===== src/rtl/mips_divider.sv =====
// Iterative restoring divider for MIPS DIV/DIVU: one quotient bit per clock, sign fix-up on completion.
// Optional build macro DIV_ZERO_FAST_EN: a zero divisor bypasses the iteration phase.
module mips_divider #(
  parameter int unsigned WIDTH = 32
) (
  input  logic             clk,
  input  logic             rst,
  input  logic             start,
  input  logic             is_signed,
  input  logic [WIDTH-1:0] dividend,
  input  logic [WIDTH-1:0] divisor,
  output logic             busy,
  output logic             done,
  output logic [WIDTH-1:0] quotient,
  output logic [WIDTH-1:0] remainder,
  output logic             div_zero
);

  localparam int unsigned CW = $clog2(WIDTH) + 1;

  typedef enum logic [1:0] {S_IDLE, S_RUN, S_FIN} state_e;

  state_e           state_q, state_d;
  logic [CW-1:0]    cnt_q, cnt_d;
  logic [WIDTH-1:0] r_q, r_d, q_q, q_d, d_q, d_d;
  logic [WIDTH-1:0] quo_q, quo_d, rem_q, rem_d;
  logic             negq_q, negq_d, negr_q, negr_d, zero_q, zero_d;
  logic             busy_q, busy_d, done_q, done_d, dz_q, dz_d;

  logic [WIDTH-1:0] a_mag, b_mag, diff;
  logic [WIDTH:0]   r_sh;
  logic             ge;

  // Magnitudes of the incoming operands and the per-iteration trial subtraction.
  always_comb begin
    a_mag = (is_signed && dividend[WIDTH-1]) ? -dividend : dividend;
    b_mag = (is_signed && divisor[WIDTH-1])  ? -divisor  : divisor;
    r_sh  = {r_q, q_q[WIDTH-1]};
    ge    = (r_sh >= {1'b0, d_q});
    // True difference is below d_q whenever ge holds, so WIDTH bits suffice.
    diff  = r_sh[WIDTH-1:0] - d_q;
  end

  always_comb begin
    state_d = state_q;
    cnt_d   = cnt_q;
    r_d     = r_q;
    q_d     = q_q;
    d_d     = d_q;
    quo_d   = quo_q;
    rem_d   = rem_q;
    negq_d  = negq_q;
    negr_d  = negr_q;
    zero_d  = zero_q;
    busy_d  = busy_q;
    done_d  = 1'b0;
    dz_d    = dz_q;
    case (state_q)
      S_IDLE: begin
        if (start) begin
          r_d     = '0;
          q_d     = a_mag;
          d_d     = b_mag;
          negq_d  = is_signed & (dividend[WIDTH-1] ^ divisor[WIDTH-1]);
          negr_d  = is_signed & dividend[WIDTH-1];
          zero_d  = (divisor == '0);
          cnt_d   = '0;
          busy_d  = 1'b1;
          state_d = S_RUN;
`ifdef DIV_ZERO_FAST_EN
          // Preload R with what the full iteration would have produced for a zero divisor.
          if (divisor == '0) begin
            r_d     = a_mag;
            state_d = S_FIN;
          end
`endif
        end
      end
      S_RUN: begin
        q_d   = {q_q[WIDTH-2:0], ge};
        r_d   = ge ? diff : r_sh[WIDTH-1:0];
        cnt_d = cnt_q + CW'(1);
        if (cnt_q == CW'(WIDTH - 1)) state_d = S_FIN;
      end
      S_FIN: begin
        // For a zero divisor R holds |dividend|, so the remainder fix-up restores the raw dividend.
        quo_d   = zero_q ? '1 : (negq_q ? -q_q : q_q);
        rem_d   = negr_q ? -r_q : r_q;
        dz_d    = zero_q;
        done_d  = 1'b1;
        busy_d  = 1'b0;
        state_d = S_IDLE;
      end
      default: state_d = S_IDLE;
    endcase
  end

  always_ff @(posedge clk or posedge rst) begin
    if (rst) begin
      state_q <= S_IDLE;
      cnt_q   <= '0;
      r_q     <= '0;
      q_q     <= '0;
      d_q     <= '0;
      quo_q   <= '0;
      rem_q   <= '0;
      negq_q  <= 1'b0;
      negr_q  <= 1'b0;
      zero_q  <= 1'b0;
      busy_q  <= 1'b0;
      done_q  <= 1'b0;
      dz_q    <= 1'b0;
    end else begin
      state_q <= state_d;
      cnt_q   <= cnt_d;
      r_q     <= r_d;
      q_q     <= q_d;
      d_q     <= d_d;
      quo_q   <= quo_d;
      rem_q   <= rem_d;
      negq_q  <= negq_d;
      negr_q  <= negr_d;
      zero_q  <= zero_d;
      busy_q  <= busy_d;
      done_q  <= done_d;
      dz_q    <= dz_d;
    end
  end

  assign busy      = busy_q;
  assign done      = done_q;
  assign quotient  = quo_q;
  assign remainder = rem_q;
  assign div_zero  = dz_q;

endmodule


===== config.mk =====
export PLATFORM = sky130hd
export DESIGN_NAME = mips_divider
export DESIGN_NICKNAME = d
export VERILOG_FILES = /design/src/rtl/mips_divider.sv
export SDC_FILE = /design/constraint.sdc
export NUM_CORES = 1
export LEC_CHECK = 0
export ABC_AREA = 1
export CAP_MARGIN = 40
export CORE_MARGIN = 4
export CORE_UTILIZATION = 49
export CTS_CLUSTER_SIZE = 14
export DETAILED_ROUTE_END_ITERATION = 8
export PLACE_DENSITY = 0.7
export SETUP_SLACK_MARGIN = 0.4
export SYNTH_ARGS = -nofsm -noshare
export SYNTH_HDL_FRONTEND = slang
export SYNTH_SLANG_ARGS = --single-unit

===== constraint.sdc =====
create_clock -name clk -period 11.8 [get_ports clk]
set_clock_uncertainty 0.1 [all_clocks]
set_input_delay 2.36 -clock clk [delete_from_list [all_inputs] [get_ports clk]]
set_output_delay 2.36 -clock clk [all_outputs]
set_load 0.02 [all_outputs]

* Word-level counts from Yosys, hierarchy flattened *
Cells that the tools add are included.

cells by class
  eq/ne operators = 5
  muxes and demuxes = 18
  add/sub/neg operators = 6
  $lt $le $gt $ge = 1
  reductions and logical operators = 10
  bitwise gates (word level) = 3

operators by type and width
  kind                                                 count
  two-way mux 32 bit                                   8
  negation 32 bit                                      4
  one-hot mux 32 bit (2 select lines)                  2
  >= comparator 33 x 32 -> 1 bit                       1
  zero test 32 bit                                     1
  subtractor 32 bit                                    1
  one-hot mux 6 bit (2 select lines)                   1
  AND reduction 2 bit                                  4
  adder 6 x 1 -> 6 bit, second input constant          1
  equality test 6 x 5 -> 1 bit, second input constant  1
  two-way mux 6 bit                                    1
  two-way mux 2 bit                                    2
  != test 2 bit, second input constant                 2
  one-hot mux 2 bit (2 select lines)                   1
  nonzero test 2 bit                                   2
  bitwise AND 1 bit                                    2
  equality test 2 x 1 -> 1 bit, second input constant  1
  equality test 2 bit, second input constant           1
  logical AND 1 bit                                    2
  zero test 2 bit                                      1
  two-way mux 1 bit                                    2
  one-hot mux 1 bit (2 select lines)                   1
  bitwise XOR 1 bit                                    1

word-level totals
  input port bits = 68
  register bits after elaboration = 174
  output and inout bits = 67

* Longest topological paths before layout *
  word-level depth = 4
  depth in mapped cells = 16

* Worst setup path after synthesis *
OpenSTA, ideal clock, no wires.

  kind = input-to-reg
  start = in divisor[0]
  end = reg d_q[16]
  required time = 11.567 ns
  slack = 8.031 ns
  library setup time = 0.133 ns
  stages on the path = 8
  arrival = 3.535 ns
  path buffers = 0
  cells stage by stage = inv_1 > ha_1 > nand3_1 > nor2_1 > nand3_1 > o21ai_0 > xor2_1 > o21ai_0

on the way
  word-level cells in the longest chain between the ends = 2

ends and longest elaborated chain
  item                  line  text
  from (decl)           11    input logic [WIDTH-1:0] divisor,
  negation 32 bit       37    b_mag = (is_signed && divisor[WIDTH-1]) ? -divisor : divisor;
  two-way mux 32 bit    37
  to (signal assigned)  104   d_q <= '0;
  to (signal assigned)  118   d_q <= d_d;
  to (decl)             25    logic [WIDTH-1:0] r_q, r_d, q_q, q_d, d_q, d_d;

No other way between the ends.
A chain may end at the register's enable or synchronous reset.

* Final worst setup path *
  start = in start
  end = reg q_q[31]

on the way
  word-level cells in the longest chain between the ends = 2

ends and longest elaborated chain
  item                           line  text
  from (decl)                    8     input logic start,
  != test 2 bit (no line)        n/a
  AND reduction 2 bit (no line)  n/a
  to (signal assigned)           117   q_q <= q_d;
  to (decl)                      25

No other way between the ends.

==> load_flow_metrics.sql <==
INSERT INTO impl_metrics (metric_group, metric, value, unit) VALUES
('outcome', 'outcome', 'completed', ''),
('setup_path', 'timing.critical_path.cells', 'clkdlybuf4s50_1 -> nand3_2 -> buf_4 -> inv_2 -> nor2_4 -> buf_4 -> inv_1 -> o21ai_0 -> o22ai_1', ''),
('setup_path', 'cpPeakStageDelay', '0.55', 'ns'),
('detailed_routing', 'initialDrtViolationCount', '1138', ''),
('clock_network', 'cts_made_buffers', '17', ''),
('detailed_routing', 'drt_pass1_iterations', '8', ''),
('synthesis', 'netlist_instances', '2022', ''),
('finish', 'layout-area-overhead-vs-synth', '17.6', '%'),
('synthesis', 'synth_edf_count', '0', ''),
('placed_design', 'numPortBuffers', '134', ''),
('timing', 'setup_total_negative_slack', '0', 'ns'),
('floorplanning', 'die_y', '171', 'um'),
('detailed_routing', 'route.detailed.wl_per_inst', '15.7', 'um'),
('timing', 'max_freq', '0.204', 'GHz'),
('timing', 'unrepaired_setup_endpoints_after_global_routing', 'no', ''),
('detailed_routing', 'drt-vias-per-instance', '5.37', ''),
('placed_design', 'dp_cells', '2442', ''),
('synthesis', 'yosysSeqAreaShare', '33.2', '%'),
('timing', 'final-hold-violation-count', '0', ''),
('synthesis', 'synth_top_family_by_area', 'simple AND/OR/NAND/NOR gates', ''),
('setup_path', 'critPathSlowestCell', 'buf_4', ''),
('global_routing', 'grt_overflow', '0', ''),
('detailed_routing', 'via_count', '13293', ''),
('setup_path', 'startpoint_type_of_the_worst_setup_path', 'input port', ''),
('clock_network', 'tritoncts', 'done', ''),
('setup_path', 'rrSetupSlack', '8.54', 'ns'),
('timing', 'worst_slew_pin_slew', '0.755', 'ns'),
('synthesis', 'dominantRegCellSynth', 'dfrtp_1', ''),
('clock_network', 'post-cts-setup-buffer-count', '0', ''),
('clock_network', 'clock_pin_slew_on_the_worst_setup_and_hold_paths', '0.07', 'ns'),
('synthesis', 'post_synth_xor_area_fraction', '4.68', '%'),
('clock_network', 'cts_resized', '0', ''),
('power', 'leakage', '7.59', 'nW'),
('synthesis', 'synth_nets', '2128', ''),
('synthesis', 'synth_seq_cells', '174', ''),
('synthesis', 'netlist.area_leader.share', '33.2', '%'),
('synthesis', 'ys_top_cells_by_area', 'dfrtp_1, nand2_1, inv_1, nand3_1, nor2_1', ''),
('synthesis', 'ys_warn_count', '0', ''),
('synthesis', 'synth-simple-area-share', '36.6', '%'),
('clock_network', 'clkLatencyLatePin', '0.44', 'ns'),
('global_routing', 'grt_pass1_wl', '62900', 'um'),
('synthesis', 'yosysTopAreaCell', 'dfrtp_1', ''),
('worst_hold_path', 'worstHoldPathType', 'reg -> reg', ''),
('timing', 'finalCriticalPeriod', '4.90', 'ns'),
('synthesis', 'average_size_of_a_mapped_cell', '6.48', 'um^2'),
('timing', 'worst_slew_margin_rel', '49.6', '%'),
('detailed_routing', 'drt-total-wl', '38900', 'um'),
('global_routing', 'grt_max_degree', '66', ''),
('detailed_routing', 'postRouteAntennaNets', '0', ''),
('global_routing', 'grt_antenna_before_repair', '0', ''),
('synthesis', 'synth.cell_area', '13100', 'um^2'),
('floorplanning', 'initial_core_util', '50.0', '%'),
('floorplanning', 'die_w', '171', 'um'),
('finish', 'final_net_count', '2232', ''),
('finish', 'mostFrequentLayoutCells', 'nand2_1, inv_1, nor2_1, nand3_1, dfrtp_1', ''),
('floorplanning', 'ioPinCount', '135', ''),
('detailed_routing', 'remaining_drc_errors', '0', ''),
('setup_path', 'crit_type', 'in -> reg', ''),
('power', 'power_density', '236', 'nW/um^2'),
('setup_path', 'crit_top_cell', 'buf_4', ''),
('flow_run', 'cap_viol_max_count', '0', ''),
('synthesis', 'post_synth_fa_ha_maj_area_fraction', '3.69', '%'),
('setup_path', 'worstSetupEndpointType', 'flip-flop', ''),
('clock_network', 'clk_root_buffer_cell', 'clkbuf_16', ''),
('global_routing', 'first_global_vias', '12018', ''),
('finish', 'number_of_fill_cells_in_the_layout', '2625', ''),
('placed_design', 'hpwl', '30400', 'um'),
('synthesis', 'synth_compound_area_share', '10.8', '%'),
('synthesis', 'synthArstFlopShare', '100', '%'),
('setup_path', 'crit_path_max_fanout', '64', ''),
('floorplanning', 'fp.dieArea', '29400', 'um^2');
## worst max-delay path: cells and delay by family
kind / cells / cell delay [ns]
buffers and inverters: 5 / 2.12
AND/OR/NAND/NOR: 2 / 0.28
AO/OA/AOI/OAI: 2 / 0.23
## report_power, final
group	leakage, nW	switching (mW)	total [mW]	internal, mW
combinational	5.22	1.30	2.01	0.709
sequential	2.06	0.268	1.03	0.760
clock	0.306	0.280	0.604	0.324
## sequential cells by signal, indices dropped and copies added (netlist names)
register   flops
done           1
q_q           32
r_q           32
negr_q         1
busy           1
remainder     32
negq_q         1
state_q        2
zero_q         1
div_zero       1
quotient      32
cnt_q          6
d_q           32
## cell families after synthesis
group	Yosys count
AND/OR/NAND/NOR	1120
buffers and inverters	371
AO/OA/AOI/OAI	249
flip-flops	174
XOR/XNOR	70
adder cells (fa/ha/maj)	38
## metrics by stage
step           area, um^2  hold slack [ns]  worst slack (ns)  power (mW)
2_1_floorplan       13100            0.349              4.62        2.45
3_3_place_gp        14700            0.364              6.46        2.95
3_5_place_dp        14800            0.367              6.44        2.99
4_1_cts             15400            0.386              6.89        3.61
5_1_grt             15400            0.411              6.66        3.97
6_report            15400            0.382              6.90        3.64
## metal layers
metal	vias to the layer above	track usage (%)	part of all wire, %
met5	-	0	0
met4	0	6.10	1.5
met3	34	4.73	8.0
met2	463	37.2	40
met1	6133	43.0	50
li1	6663	-	-
## cell usage after synthesis, types with 5 or more instances
library cell,count
o22ai_1,13
xor2_1,51
o21ai_0,101
or2_2,5
inv_1,302
nor2_1,201
dfrtp_1,174
nor3_2,7
o21ai_1,10
o31ai_1,5
buf_1,7
nor3_1,26
nand2_2,8
nand3_1,198
inv_2,6
a31oi_1,24
nand3b_1,11
xnor2_1,19
nor2_2,13
nand2_1,606
nand4_1,25
buf_2,12
a21oi_1,55
ha_1,37
a22oi_1,25
nor4_1,5
clkbuf_1,38
## final timing paths
| path | cells past startpoint | from | to |
|---|---|---|---|
| worst max-delay path | 9 | start | q_q[31]$_DFFE_PP0P_ |
| min in group asynchronous | 2 | rst | quotient[5]$_DFFE_PP0P_ |
| worst min-delay path | 2 | remainder[29]$_DFFE_PP0P_ | remainder[29]$_DFFE_PP0P_ |
| worst max register to register | 10 | state_q[1]$_DFFE_PP0P_ | quotient[18]$_DFFE_PP0P_ |
| worst min register to register | 2 | remainder[29]$_DFFE_PP0P_ | remainder[29]$_DFFE_PP0P_ |
| max in group asynchronous | 5 | rst | r_q[2]$_DFFE_PP0P_ |
## final cells by class
cell class	count	area, um^2	share of cell area, %
inverter	310	1170	7.59
tap	335	419	2.72
timing repair buffer	146	1510	9.82
sequential	174	4350	28.3
multi-input combinational	1477	7330	47.6
clock inverter	15	191	1.24
clock buffer	17	425	2.76
No activity file was read; power rests on OpenSTA's default activity.
